==> config.mk <==
export PLATFORM = sky130hd
export DESIGN_NAME = npc_predict
export DESIGN_NICKNAME = d
export VERILOG_FILES = /design/src/rtl/npc_predict_pkg.sv /design/src/rtl/npc_predict_btb_bank.sv /design/src/rtl/npc_predict.sv
export SDC_FILE = /design/constraint.sdc
export NUM_CORES = 2
export LEC_CHECK = 0
export CORE_MARGIN = 5
export CORE_UTILIZATION = 47
export CTS_BUF_LIST = sky130_fd_sc_hd__clkbuf_4 sky130_fd_sc_hd__clkbuf_8
export DETAILED_ROUTE_END_ITERATION = 8
export PLACE_DENSITY_LB_ADDON = 0.3
export SYNTH_ARGS = -nofsm -noshare
export SYNTH_HDL_FRONTEND = slang
export SYNTH_SLANG_ARGS = --single-unit
==> constraint.sdc <==
create_clock -name clk -period 35.3 [get_ports clk]
set_input_delay 7.06 -clock clk [delete_from_list [all_inputs] [get_ports clk]]
set_output_delay 7.06 -clock clk [all_outputs]
set_load 0.01 [all_outputs]
==> src/rtl/npc_predict_pkg.sv <==
// Shared encodings for the next-PC predictor: resolution kinds, counter states,
// and small helpers used by the BTB write port.
package npc_predict_pkg;

  typedef enum logic [1:0] {
    UPD_BRANCH = 2'd0,
    UPD_JAL    = 2'd1,
    UPD_JALR   = 2'd2,
    UPD_RSVD   = 2'd3
  } upd_kind_e;

  localparam logic [1:0] CTR_SNT = 2'b00;
  localparam logic [1:0] CTR_WNT = 2'b01;
  localparam logic [1:0] CTR_WT  = 2'b10;
  localparam logic [1:0] CTR_ST  = 2'b11;

  // Reserved kind 3 falls through as a plain conditional branch.
  function automatic logic isJumpKind(input logic [1:0] kind);
    return (kind == UPD_JAL) || (kind == UPD_JALR);
  endfunction

  function automatic logic [1:0] ctrStep(input logic [1:0] ctr, input logic taken);
    logic [1:0] nextCtr;
    nextCtr = ctr;
    if (taken && (ctr != CTR_ST)) begin
      nextCtr = ctr + 2'd1;
    end else if (!taken && (ctr != CTR_SNT)) begin
      nextCtr = ctr - 2'd1;
    end
    return nextCtr;
  endfunction

endpackage

==> src/rtl/npc_predict_btb_bank.sv <==
// Direct-mapped branch target buffer: combinational lookup port and a single
// write port that trains the 2-bit direction counters.
module btb_bank
  import npc_predict_pkg::*;
#(
  parameter int XLEN        = 32,
  parameter int BTB_ENTRIES = 16,
  localparam int IDX_W      = $clog2(BTB_ENTRIES),
  localparam int TAG_W      = XLEN - IDX_W - 2
) (
  input  logic            clk,
  input  logic            rst,
  input  logic [XLEN-1:0] rd_pc_i,
  output logic            rd_taken_o,
  output logic [XLEN-1:0] rd_target_o,
  input  logic            wr_en_i,
  input  logic [1:0]      wr_kind_i,
  input  logic [XLEN-1:0] wr_pc_i,
  input  logic            wr_taken_i,
  input  logic [XLEN-1:0] wr_target_i
);

  logic [BTB_ENTRIES-1:0] valid_q;
  logic [BTB_ENTRIES-1:0] isJump_q;
  logic [TAG_W-1:0]       tag_q    [BTB_ENTRIES];
  logic [XLEN-1:0]        target_q [BTB_ENTRIES];
  logic [1:0]             ctr_q    [BTB_ENTRIES];

  logic [IDX_W-1:0] rdIdx;
  logic [TAG_W-1:0] rdTag;
  logic             rdHit;

  logic [IDX_W-1:0] wrIdx;
  logic [TAG_W-1:0] wrTag;
  logic             wrHit;
  logic             wrJump;
  logic             wrWe;
  logic [XLEN-1:0]  target_d;
  logic [1:0]       ctr_d;
  logic             isJump_d;

  logic unusedPcBits;
  assign unusedPcBits = ^{rd_pc_i[1:0], wr_pc_i[1:0]};

  assign rdIdx       = rd_pc_i[IDX_W+1:2];
  assign rdTag       = rd_pc_i[XLEN-1:IDX_W+2];
  assign rdHit       = valid_q[rdIdx] && (tag_q[rdIdx] == rdTag);
  assign rd_taken_o  = rdHit && (isJump_q[rdIdx] || ctr_q[rdIdx][1]);
  assign rd_target_o = target_q[rdIdx];

  assign wrIdx  = wr_pc_i[IDX_W+1:2];
  assign wrTag  = wr_pc_i[XLEN-1:IDX_W+2];
  assign wrHit  = valid_q[wrIdx] && (tag_q[wrIdx] == wrTag);
  assign wrJump = isJumpKind(wr_kind_i);

  // A not-taken miss leaves the entry alone so cold branches never allocate.
  always_comb begin
    wrWe     = 1'b0;
    target_d = target_q[wrIdx];
    ctr_d    = ctr_q[wrIdx];
    isJump_d = isJump_q[wrIdx];
    if (wr_en_i) begin
      if (wrHit) begin
        wrWe = 1'b1;
        if (wrJump) begin
          ctr_d    = CTR_ST;
          isJump_d = 1'b1;
          target_d = wr_target_i;
        end else begin
          ctr_d = ctrStep(ctr_q[wrIdx], wr_taken_i);
          if (wr_taken_i) begin
            target_d = wr_target_i;
          end
        end
      end else if (wr_taken_i) begin
        wrWe     = 1'b1;
        target_d = wr_target_i;
        ctr_d    = wrJump ? CTR_ST : CTR_WT;
        isJump_d = wrJump;
      end
    end
  end

  always_ff @(posedge clk or posedge rst) begin
    if (rst) begin
      valid_q  <= '0;
      isJump_q <= '0;
      for (int i = 0; i < BTB_ENTRIES; i++) begin
        tag_q[i]    <= '0;
        target_q[i] <= '0;
        ctr_q[i]    <= CTR_WNT;
      end
    end else if (wrWe) begin
      valid_q[wrIdx]  <= 1'b1;
      isJump_q[wrIdx] <= isJump_d;
      tag_q[wrIdx]    <= wrTag;
      target_q[wrIdx] <= target_d;
      ctr_q[wrIdx]    <= ctr_d;
    end
  end

endmodule

==> src/rtl/npc_predict.sv <==
// Fetch PC register with BTB-driven prediction and mispredict redirect from
// downstream resolution.
module npc_predict
  import npc_predict_pkg::*;
#(
  parameter int              XLEN        = 32,
  parameter int              BTB_ENTRIES = 16,
  parameter logic [XLEN-1:0] RESET_PC    = '0
) (
  input  logic            clk,
  input  logic            rst,
  input  logic            stall_i,
  output logic [XLEN-1:0] pc_o,
  output logic            pred_taken_o,
  output logic [XLEN-1:0] pred_target_o,
  input  logic            upd_valid_i,
  input  logic [1:0]      upd_kind_i,
  input  logic [XLEN-1:0] upd_pc_i,
  input  logic            upd_taken_i,
  input  logic [XLEN-1:0] upd_target_i,
  input  logic            upd_pred_taken_i,
  input  logic [XLEN-1:0] upd_pred_target_i,
  output logic            redirect_o,
  output logic [XLEN-1:0] redirect_pc_o
);

  logic [XLEN-1:0] pc_q;
  logic [XLEN-1:0] pc_d;
  logic [XLEN-1:0] pcPlus4;
  logic            btbTaken;
  logic [XLEN-1:0] btbTarget;

  btb_bank #(
    .XLEN        (XLEN),
    .BTB_ENTRIES (BTB_ENTRIES)
  ) u_btb (
    .clk         (clk),
    .rst         (rst),
    .rd_pc_i     (pc_q),
    .rd_taken_o  (btbTaken),
    .rd_target_o (btbTarget),
    .wr_en_i     (upd_valid_i),
    .wr_kind_i   (upd_kind_i),
    .wr_pc_i     (upd_pc_i),
    .wr_taken_i  (upd_taken_i),
    .wr_target_i (upd_target_i)
  );

  assign pc_o          = pc_q;
  assign pcPlus4       = pc_q + XLEN'(4);
  assign pred_taken_o  = btbTaken;
  assign pred_target_o = btbTaken ? btbTarget : pcPlus4;

  // The target only matters when the instruction was actually taken.
  assign redirect_o = upd_valid_i &&
                      ((upd_taken_i != upd_pred_taken_i) ||
                       (upd_taken_i && (upd_target_i != upd_pred_target_i)));
  assign redirect_pc_o = !redirect_o ? '0 :
                         (upd_taken_i ? upd_target_i : upd_pc_i + XLEN'(4));

  always_comb begin
    pc_d = pcPlus4;
    if (redirect_o) begin
      pc_d = redirect_pc_o;
    end else if (stall_i) begin
      pc_d = pc_q;
    end else if (pred_taken_o) begin
      pc_d = pred_target_o;
    end
  end

  always_ff @(posedge clk or posedge rst) begin
    if (rst) begin
      pc_q <= RESET_PC;
    end else begin
      pc_q <= pc_d;
    end
  end

endmodule

==> results summary <==
Static timing analysis puts the maximum clock frequency at 0.05462 GHz. The number of remaining DRC errors is 0. STA classifies the critical path startpoint as an input pin. The setup path with the least slack is of type input pin to output port.

Headroom to the max-slew limit came out at 12.86%. Counting every instance in the synthesized netlist gives roughly 3900. The average cell area after synthesis came out at 14.62 um^2.

The setup slack on the worst flop-to-flop path is 26790 ps. For this block, the routed nets add up to 187300 um of wire. The number of input and output port buffers inserted came out at 201. The ratio of routed vias to standard cells is 6.655. CTS placed an instance of clkbuf_8 at the clock tree root. The share of synthesized registers carrying an async set or reset came out at 100.0%. The commonest register cell after synthesis is dfrtp_1.

For the worst flop-to-flop path, the logic depth is 13. The worst setup slack after placement came out at 17190 ps. In this run the remaining antenna-violating nets after routing total 0.

The effective utilization at floorplan came out at 47.26%. The detailed router's first-iteration violation count came out at between 4000 and 5000. In this design, the stage delay of the slowest critical-path cell is 670 ps. The net count of the finished layout came out at just over 4000.

The floorplan step defined a die boundary enclosing ~130000 um^2. In this run, placement finished with an instance count of between 5000 and 6000. The tool flagged a number of max-cap violations equal to 0. The library cell used most frequently in the layout, excluding fill and tap cells, is dfrtp_1. In this run the critical register-to-register path is captured at pc_o[27].

The final setup violation count is 0. The beginning of the worst hold path is u_btb.valid_q[12]. The synthesized design contains 1024 register bits. The library cells used most frequently in the layout, excluding fill and tap cells, are dfrtp_1 (1004), mux2_2 (985), mux4_2 (542). Pin placement for this block handled 202 I/O pins. The via count of the first global-routing pass came out at 39680. Clock-pin slew was measured on the worst setup and hold paths at about 60 ps. The first-pass iteration count of the detailed router is 6. The die outline height came out at 359.6 um. The worst setup path is captured at an output port. The netlist uses 74 different library cells. The number of pins exceeding their max-slew limit in the final report came out at 0. Broken down by cell family, the worst path's largest delay share belongs to buffers and inverters.

The flow ran to the end, and the final reports show no timing, DRC or antenna violations. The worst vdd rail ir drop came out at roughly 0.04 mV. Summing the sequential cell areas from Yosys gives 44.64% of the chip area. The relative area change from synthesis to final layout is 12.86%. The cell area power density came out at 56.75 nW/um^2.

The region available for standard cell placement spans 121600 um^2. The global routing usage summed across all routing layers is 28.58%. The number of warnings printed during yosys synthesis is 0. The critical path required time came out at 28240 ps. Sorting the synthesized cells by area gives the leading types as dfrtp_1 (44%), mux4_2 (21%), mux2_2 (19%), mux2i_1 (2.0%), xnor2_1 (1.3%). The final-layout setup total negative slack came out at 0 ps.

Internal power comes to 2.531 mW. The floorplan die width came out at 359.6 um. The final worst setup slack is roughly 17000 ps.

The clock passes through at most 3 buffers. Counting stages on the worst path, the most repeated cell is clkdlybuf4s50_1. The fraction of post-synthesis cell area in the top cell type by area came out at 43.91%. The number of placement rows is 128. The post-CTS setup repair buffer count is 0. TritonCTS built the clock tree. The critical-path cell with the highest stage delay is buf_4. The sum of buffers and inverters on the critical path is 3.

The static leakage came out at 27.93 nW. The number of antenna violations at the first check in global routing came out at 10. The first-pass GRT wire length is 276300 um. The signal on the critical path passes through clkdlybuf4s50_1 > xor2_1 > nor4_2 > nand4_1 > or4_1 > o221ai_4 > buf_4 > a21oi_1 > clkdlybuf4s50_1.

In this run, the combinational gates consume 25.4% of the power. For this design, the CTS-stage hold fixing added 0 buffers. The post-synthesis cell area is 57450 um^2. The sequential share of power came out at between 40 and 50%. The final critical delay including setup and external delays came out at about 18000 ps. The startpoint of the worst-slack reg-to-reg timing path is pc_o[2].

For this block, the via count after detailed routing is 38720. For this run the aggregate overflow at the end of global routing stands at 0. The power share of the clock group came out at about 33%. The number of H-tree levels is 4.

The min-delay analysis places its worst path in the category flip-flop to flip-flop. The routability congestion estimate from global placement came out at around 0.94. Entering global routing, the biggest net connects 154 pins. The clock reaches the later pin of the worst-skew pair after 930 ps.

The final HPWL from detailed placement came out at 117200 um. The fraction of layout cells with a size suffix above 1 is 48.66%. The final routed wire length divided by cell count is 32.19 um. The post-route clock period utilization came out at 51.86%. The worst hold path terminates at u_btb.valid_q[12]. The transition at the pin with the smallest max-transition slack came out at 1307 ps. Buffers inserted during clock tree synthesis total 178. The proportion of total power due to net switching came out at 31.21%. Post-CTS repair changed the size of 0 cells. The final hold violation count is 0. The sink count of the clock tree came out at 1024. The clock tree skew after final layout is around 81 ps.

The number of nets handed over by synthesis was 4041. The synthesized design contains 0 enable-type register cells. Setup repair after global routing left no endpoint under its margin. The worst-path maximum fanout is 65. dfrtp_1 takes more of the synthesized area than any other cell. The post-layout instance count excluding filler cells is 5819. Summed over all nets, the switching power comes to 1.148 mW. The critical path data arrival time is 11250 ps. The hold path depth is 1.
[logic make-up (layout without fill, tap and decap cells)]
family | Yosys count | after routing | synth area share (%)
and+or+nand+nor | 427 | 427 | 3.925
other | 0 | 12 | 0
adders and majority gates | 7 | 7 | 0.1525
buffers and inverters | 423 | 675 | 3.241
xor gates and xnor gates | 133 | 133 | 2.028
muxes | 1676 | 1676 | 43.23
DFF | 1024 | 1024 | 44.64
AOI/OAI and AO/OA | 240 | 240 | 2.781
[sequential cells by signal, indices dropped and copies added (netlist names)]
signal	count
u_btb.target_q	512
u_btb.tag_q	416
pc_o	32
u_btb.ctr_q	32
u_btb.isJump_q	16
u_btb.valid_q	16
[worst max-delay path by stage]
stage	start	end	slack [ps]	cells after the start
floorplan	rst	pc_o[0]	14140	1
global placement	upd_target_i[17]	redirect_pc_o[29]	17210	9
detailed placement	upd_target_i[17]	redirect_pc_o[29]	17190	9
CTS	upd_target_i[4]	redirect_pc_o[29]	17200	9
global route	upd_pc_i[5]	redirect_pc_o[29]	16980	10
finish	upd_target_i[4]	redirect_pc_o[29]	16990	9
[synthesized netlist by cell type, drive strengths merged (4+ instances only)]
master and n:
mux4 542, and2 11, nor4b 5, a22oi 20, nor2b 9, a22o 9
nand2 81, o211ai 4, xnor2 83, mux2i 114, ha 7, buf 201
o22ai 23, a21oi 52, a31oi 11, dfstp 16, a221o 4, dfrtp 1008
clkbuf 182, or3 13, nor4 15, nor2 109, xor2 50, and4 6
or2 16, mux2 1020, nand3 40, nand2b 18, nand4 25, a211oi 10
o21ai 50, o32ai 8, nor3 45, a311oi 4, a211o 8, o2bb2ai 5
inv 38, and3 19
[cell type report]
cell class	count	area, um^2
diodes	12	30.03
inverters	40	153.9
clock buffers	278	3532
well taps	1625	2033
flip-flops and latches	1024	25660
fillers	10070	56720
multi-input cells	2483	30060
clock inverters	41	476.7
repair buffers	316	2887
[worst register-to-register path: stages (launching register included)]
cell	delay (ps)
dfrtp_4	920
buf_4	830
buf_4	800
buf_4	800
mux4_2	610
mux2i_1	170
xnor2_1	210
nand3_1	120
a211oi_1	830
nand4_1	1000
buf_4	650
nor3_1	1080
nand2_1	130
or4b_2	250
[metrics by stage]
stage               cell area [um^2]  util (%)  hold WS (ps)  power, mW
finish                         64830     53.34         496.7      3.679
global route                   64810     53.32         509.8      3.823
CTS                            64800     53.31         492.5      3.682
detailed placement             60790     50.01         480.1      2.462
global placement               60790     50.01         471.0      2.442
floorplan                      57450         -         445.0      2.143
[power groups by stage]
| stage | logic [mW] | clock network [mW] | registers (mW) |
|---|---|---|---|
| 5_1_grt | 0.987 | 1.29 | 1.55 |
| 6_report | 0.935 | 1.22 | 1.53 |
| 3_5_place_dp | 0.924 | 0 | 1.54 |
| 2_1_floorplan | 0.664 | 0 | 1.48 |
| 3_3_place_gp | 0.915 | 0 | 1.53 |
| 4_1_cts | 0.929 | 1.23 | 1.52 |
[layer usage]
layer	part of all wire, %	up-vias	wire, um	GRT usage (%)
met5	0.0069	-	13	0
met4	3.5	2	6577	9.722
met3	11	398	21450	9.789
met2	44	2111	83260	42.31
met1	41	20870	76010	39.80
li1	-	15350	-	-
(Power assumes the default switching activity.)
